## src/rtl/exe_stage_pkg.sv

```systemverilog
// Shared definitions for the EXE stage: ALU command codes, shift types,
// status bit positions, multiplier FSM states and a rotate helper.
package exe_pkg;

  localparam logic [3:0] CMD_MOV = 4'b0001;
  localparam logic [3:0] CMD_MVN = 4'b1001;
  localparam logic [3:0] CMD_ADD = 4'b0010;
  localparam logic [3:0] CMD_ADC = 4'b0011;
  localparam logic [3:0] CMD_SUB = 4'b0100;
  localparam logic [3:0] CMD_SBC = 4'b0101;
  localparam logic [3:0] CMD_AND = 4'b0110;
  localparam logic [3:0] CMD_ORR = 4'b0111;
  localparam logic [3:0] CMD_EOR = 4'b1000;
  localparam logic [3:0] CMD_MUL = 4'b1010;

  localparam logic [1:0] SH_LSL = 2'b00;
  localparam logic [1:0] SH_LSR = 2'b01;
  localparam logic [1:0] SH_ASR = 2'b10;
  localparam logic [1:0] SH_ROR = 2'b11;

  localparam int ST_N = 3;
  localparam int ST_Z = 2;
  localparam int ST_C = 1;
  localparam int ST_V = 0;

  typedef enum logic [1:0] {
    MUL_IDLE = 2'd0,
    MUL_BUSY = 2'd1,
    MUL_DONE = 2'd2
  } mul_state_t;

  // Rotate right; a zero amount returns the value unchanged.
  function automatic logic [31:0] ror32(input logic [31:0] v, input logic [4:0] n);
    return (v >> n) | (v << (6'd32 - {1'b0, n}));
  endfunction

endpackage

```

## src/rtl/exe_stage_val2_gen.sv

```systemverilog
// Second-operand generator: rotated 8-bit immediate, 12-bit memory offset,
// or the shifted register operand.
module val2_gen
  import exe_pkg::*;
(
  input  logic [31:0] val_rm,
  input  logic [11:0] shift_operand,
  input  logic        imm,
  input  logic        mem_en,
  output logic [31:0] val2
);

  logic [4:0] amt;

  assign amt = shift_operand[11:7];

  // NOTE: every always_comb output gets a default first so no path can infer a latch.
  always_comb begin
    val2 = val_rm;
    if (imm) begin
      val2 = ror32({24'b0, shift_operand[7:0]}, {shift_operand[11:8], 1'b0});
    end else if (mem_en) begin
      val2 = {20'b0, shift_operand};
    end else begin
      case (shift_operand[6:5])
        SH_LSL:  val2 = val_rm << amt;
        SH_LSR:  val2 = val_rm >> amt;
        SH_ASR:  val2 = $signed(val_rm) >>> amt;
        SH_ROR:  val2 = ror32(val_rm, amt);
        default: val2 = val_rm;
      endcase
    end
  end

endmodule

```

## src/rtl/exe_stage.sv

```systemverilog
// Execute stage: Val2, ALU, branch target, NZCV register and the optional
// iterative multiplier, built only when EXE_STAGE_MUL_EN is defined.
module exe_stage
  import exe_pkg::*;
#(
  parameter int MUL_BITS_PER_CYC = 8
) (
  input  logic        clk,
  input  logic        rst,
  input  logic [31:0] pc_i,
  input  logic        wb_en_i,
  input  logic        mem_r_en_i,
  input  logic        mem_w_en_i,
  input  logic [3:0]  exe_cmd_i,
  input  logic        b_i,
  input  logic        s_i,
  input  logic [31:0] val_rn_i,
  input  logic [31:0] val_rm_i,
  input  logic [11:0] shift_operand_i,
  input  logic        imm_i,
  input  logic [23:0] signed_imm_24_i,
  input  logic [3:0]  dest_i,
  output logic [31:0] alu_result_o,
  output logic [31:0] br_addr_o,
  output logic        branch_taken_o,
  output logic [3:0]  status_o,
  output logic        wb_en_o,
  output logic        mem_r_en_o,
  output logic        mem_w_en_o,
  output logic [3:0]  dest_o,
  output logic [31:0] st_val_o,
  output logic        stall_o
);

  logic [31:0] val2;
  logic [31:0] alu_res;
  logic [31:0] b_op;
  logic [32:0] sum;
  logic        cin;
  logic        arith;
  logic        legal;
  logic        stall;
  logic        upd;
  logic [3:0]  status_q;

  if (MUL_BITS_PER_CYC < 1 || (32 % MUL_BITS_PER_CYC) != 0) begin : g_bad_mul_bits
    $error("MUL_BITS_PER_CYC must divide 32");
  end

  val2_gen u_val2_gen (
    .val_rm        (val_rm_i),
    .shift_operand (shift_operand_i),
    .imm           (imm_i),
    .mem_en        (mem_r_en_i | mem_w_en_i),
    .val2          (val2)
  );

`ifdef EXE_STAGE_MUL_EN
  localparam int MUL_CYCLES = 32 / MUL_BITS_PER_CYC;

  mul_state_t  state;
  logic [31:0] mul_acc;
  logic [31:0] mul_rn;
  logic [31:0] mul_rm;
  logic [5:0]  mul_cnt;

  // Shift-and-add: each BUSY cycle retires the low chunk of mul_rm against mul_rn.
  // NOTE: sequential state uses non-blocking assignments only; the datapath registers
  // are reset as well so an aborted multiply leaves nothing behind.
  always_ff @(posedge clk or posedge rst) begin
    if (rst) begin
      state   <= MUL_IDLE;
      mul_acc <= '0;
      mul_rn  <= '0;
      mul_rm  <= '0;
      mul_cnt <= '0;
    end else begin
      case (state)
        MUL_IDLE: begin
          if (exe_cmd_i == CMD_MUL) begin
            mul_rn  <= val_rn_i;
            mul_rm  <= val_rm_i;
            mul_acc <= '0;
            mul_cnt <= '0;
            state   <= MUL_BUSY;
          end
        end
        MUL_BUSY: begin
          mul_acc <= mul_acc + mul_rn * 32'(mul_rm[MUL_BITS_PER_CYC-1:0]);
          mul_rn  <= mul_rn << MUL_BITS_PER_CYC;
          mul_rm  <= mul_rm >> MUL_BITS_PER_CYC;
          mul_cnt <= mul_cnt + 6'd1;
          if (mul_cnt == 6'(MUL_CYCLES - 1)) begin
            state <= MUL_DONE;
          end
        end
        MUL_DONE: state <= MUL_IDLE;
        default:  state <= MUL_IDLE;
      endcase
    end
  end

  // Stall starts in the same cycle the MUL arrives so the front end freezes at once.
  assign stall = ~rst & (((state == MUL_IDLE) & (exe_cmd_i == CMD_MUL)) | (state == MUL_BUSY));
`else
  assign stall = 1'b0;
`endif

  always_comb begin
    b_op    = val2;
    cin     = 1'b0;
    arith   = 1'b0;
    legal   = 1'b1;
    alu_res = '0;
    case (exe_cmd_i)
      CMD_MOV: alu_res = val2;
      CMD_MVN: alu_res = ~val2;
      CMD_ADD: arith = 1'b1;
      CMD_ADC: begin
        arith = 1'b1;
        cin   = status_q[ST_C];
      end
      CMD_SUB: begin
        arith = 1'b1;
        b_op  = ~val2;
        cin   = 1'b1;
      end
      CMD_SBC: begin
        arith = 1'b1;
        b_op  = ~val2;
        cin   = status_q[ST_C];
      end
      CMD_AND: alu_res = val_rn_i & val2;
      CMD_ORR: alu_res = val_rn_i | val2;
      CMD_EOR: alu_res = val_rn_i ^ val2;
`ifdef EXE_STAGE_MUL_EN
      CMD_MUL: alu_res = mul_acc;
`endif
      default: legal = 1'b0;
    endcase
    // Subtraction is addition of the inverted operand, so C is the inverted borrow.
    sum = {1'b0, val_rn_i} + {1'b0, b_op} + {32'b0, cin};
    if (arith) begin
      alu_res = sum[31:0];
    end
  end

  assign upd = s_i & ~b_i & legal & ~stall;

  always_ff @(posedge clk or posedge rst) begin
    if (rst) begin
      status_q <= '0;
    end else if (upd) begin
      status_q[ST_N] <= alu_res[31];
      status_q[ST_Z] <= (alu_res == '0);
      if (arith) begin
        status_q[ST_C] <= sum[32];
        status_q[ST_V] <= (val_rn_i[31] == b_op[31]) & (sum[31] != val_rn_i[31]);
      end
    end
  end

  assign alu_result_o   = alu_res;
  assign br_addr_o      = pc_i + {{6{signed_imm_24_i[23]}}, signed_imm_24_i, 2'b00};
  assign branch_taken_o = b_i;
  assign status_o       = status_q;
  assign wb_en_o        = wb_en_i & ~stall;
  assign mem_r_en_o     = mem_r_en_i & ~stall;
  assign mem_w_en_o     = mem_w_en_i & ~stall;
  assign dest_o         = dest_i;
  assign st_val_o       = val_rm_i;
  assign stall_o        = stall;

endmodule

```

## config.mk

```make
export PLATFORM = sky130hd
export DESIGN_NAME = exe_stage
export DESIGN_NICKNAME = d
export VERILOG_FILES = /design/src/rtl/exe_stage_pkg.sv /design/src/rtl/exe_stage_val2_gen.sv /design/src/rtl/exe_stage.sv
export SDC_FILE = /design/constraint.sdc
export NUM_CORES = 1
export LEC_CHECK = 0
export ABC_AREA = 1
export CAP_MARGIN = 5
export CORE_MARGIN = 4
export CORE_UTILIZATION = 50
export CTS_BUF_LIST = sky130_fd_sc_hd__clkbuf_16
export CTS_CLUSTER_SIZE = 20
export DETAILED_ROUTE_END_ITERATION = 8
export PLACE_DENSITY = 0.84
export SETUP_SLACK_MARGIN = 0.15
export SYNTH_ARGS = -nofsm -noshare
export SYNTH_HDL_FRONTEND = slang
export SYNTH_SLANG_ARGS = --single-unit
export TNS_END_PERCENT = 10
```

## constraint.sdc

```tcl
create_clock -name clk -period 8.8 [get_ports clk]
set_input_delay 0.88 -clock clk [delete_from_list [all_inputs] [get_ports clk]]
set_output_delay 0.88 -clock clk [all_outputs]
set_load 0.03 [all_outputs]
```

==> summary.txt <==
STA
  – Worst Max-Slew Pin Slew: 1110 ps
  – Setup TNS: 0 ps
  – RSZ-0062 raised after global routing: false
  – Hold Vio Cnt, Final: 0
  – Fin crit share: 90.3%
  – Max_slew headroom: 25.5%
  – Post-layout min period: 7950 ps
  – Max-slew violation count: 0
  – Setup violators final: 0
  – Clk_skew: 3.41 ps
  – Highest Clock Rate: 126 MHz

Critical path
  – Worst-path fanout max: 53
  – Crit path required time: 7920 ps
  – Worst setup SP type: input port
  – Setup CP Type: input port to primary output
  – CP endpoint kind: primary output
  – CP arrival: 7070 ps

Floorplanning
  – Starting density of the core: 50.7%
  – IO Pins: 257
  – Die height: 168 um
  – Die area: 28,100 sq um
  – Row count: 58
  – Die Wd: 168 um
  – Core Region: 25,100 sq um

Cells and area
  – Area Growth Syn to Fin: 17.5%
  – Layout Nets: 2,824
  – Max FFs per register: 4
  – Layout cells sized above 1: 3.81%
  – Antenna Cells: 0

Global routing
  – Total grt overflow: 0
  – GRT Overall Usage: 41.7%
  – Initial antenna violation count: 0
  – Number of global-route vias before repair: 16,900
  – First-pass GRT wire length: 95.2 mm
  – Largest net degree at the start of global routing: 79

Route
  – Final antenna-violating net count: 0
  – Vias: 18,300
  – DRT Pass-1 Iters: 8
  – Vias per cell: 6.38
  – DR WL/cell: 21.6 um
  – Routed wire length: 62.0 mm
  – Initial DRC count: 3,215
  – DRC viols: 0

Clock network
  – Clk pin slew, worst setup/hold paths: 40 ps
  – H-tree depth: 1
  – # hold bufs at CTS: 0
  – TritonCTS clock tree: built
  – Clk buf depth: 2
  – Inserted Clock Buffers: 3
  – Root Buffer: clkbuf_16
  – Post-CTS Repair Setup Buffers: 0
  – Post-CTS resize count: 0
  – Clock Latency Late Sink: 230 ps
  – CTS Sinks: 4

Placement
  – Buffers added on ports: 241
  – RePlAce Congestion: 1.11
  – Post-DP HPWL: 49.4 mm

Synthesis
  – Mapped cell area: 12,700 sq um
  – Ys Warns: 0
  – Number of synthesized register bits: 4
  – Cells after synthesis: 2,425
  – Post-synth net total: 2,703
  – Post-Syn Area per Cell: 5.25 sq um
  – Top_reg_cell synth: dfrtp_1
  – Yosys top cell area share: 20.5%
  – Number of synthesized flops with an enable pin: 0
  – Synth async-reset ratio: 100%
  – Library cells used by synthesis: 58
  – Largest area contributor in the netlist: nand3_1
  – Sequential area share after synthesis: 0.786%
  – Synth area leaders: nand3_1 (21%), nand2_1 (19%), ha_1 (12%)

Power and ir drop
  – Leak: 7.40 nW
  – Total power: 1.45 mW
  – Peak supply drop: 0.126 mV
  – Pwr per Cell Area: 96.9 nW/um^2

Worst hold path
  – Worst Hold Class: flop to flop

Run status
  – Outcome: finished clean

Run
  – Max-Cap Viols: 0
==> worst paths after layout <==
path                                    start               end  cells after the start  slack (ps)
setup / recovery           shift_operand_i[9]  alu_result_o[31]                     21         850
hold / removal                    status_o[3]       status_o[3]                      2         500
setup reg to reg                  status_o[1]       status_o[2]                     21        4970
hold reg to reg                   status_o[3]       status_o[3]                      2         500
max in group asynchronous                 rst       status_o[1]                      2        7740
min in group asynchronous                 rst       status_o[3]                      2         890
==> worst max-delay path, stage by stage <==
cell             delay (ps)
buf_2                   110
inv_4                   220
ha_1                    350
xnor2_1                 780
inv_1                   520
o21ai_0                 190
o21ai_0                 230
o21ai_0                 450
nand2_2                 150
xor2_1                  170
ha_1                    410
nand2_1                 130
nor4_1                  740
nand2_1                 140
nand2_1                 240
nand3_1                 180
nand2_1                 140
nand2_1                  60
nand3_1                  60
nand4_1                 220
clkdlybuf4s50_1         670
==> power by group <==
group	switching, mW	internal, mW
clock network	0.0168	0.0585
registers	0.00729	0.0225
logic	0.891	0.455
total	0.915	0.536
==> cells in the final DEF, fill, tap and decap left out, types with 31 or more instances in the layout <==
cell type and count:
nand2_1 633, nand3_1 522, clkdlybuf4s50_1 239, inv_1 221, nor2_1 204, a21oi_1 153
ha_1 127, o21ai_0 94, nand4_1 40, xor2_1 35, a221oi_1 31
==> per-stage QoR <==
stage	area [sq um]	utilization, %	std cells	setup slack [ps]	hold WS, ps
after CTS	15000	59.6	2874	1260	497
after global placement	14900	59.3	2871	1300	474
after global routing	15000	59.6	2874	693	533
final	15000	59.6	2874	853	502
after detailed placement	14900	59.3	2871	1280	500
after floorplan	12700	-	2425	3170	646
==> logic make-up after synthesis <==
family / count (synthesis) / synth area share [%]
AND/OR/NAND/NOR: 1473 / 50.9
buffers and inverters: 389 / 13.9
AO/OA/AOI/OAI: 362 / 16.5
adder cells (fa/ha/maj): 130 / 12.9
XOR/XNOR: 66 / 4.89
flip-flops: 4 / 0.786
other: 1 / 0.0294
==> cells in the mapped netlist, drive strengths merged (2+ instances only) <==
cell type / number
a211oi: 2
a21boi: 6
a21o: 9
a21oi: 153
a221oi: 31
a31oi: 14
and2: 6
and3: 2
buf: 113
clkbuf: 40
clkinv: 2
dfrtp: 4
fa: 3
ha: 127
inv: 234
nand2: 662
nand3: 525
nand3b: 3
nand4: 40
nor2: 209
nor3: 15
nor4: 4
o211ai: 14
o21a: 5
o21ai: 107
o21bai: 9
o221ai: 3
or2: 7
xnor2: 29
xor2: 37
==> area by class of cell <==
| type | instances | area (sq um) |
|---|---|---|
| multi-input cells | 2032 | 10900 |
| fillers | 2617 | 10100 |
| repair buffers | 269 | 2610 |
| inverters | 236 | 893 |
| well taps | 330 | 413 |
| flip-flops and latches | 4 | 100 |
| clock buffers | 3 | 75.1 |
==> routing by layer <==
layer  GRT usage [%]  routed length, um
met1            58.0              24400
met2            62.1              25500
met4            14.6               2790
met3            10.9               9360
met5               0                  0
Note: power is estimated with default switching activity, not from simulation.
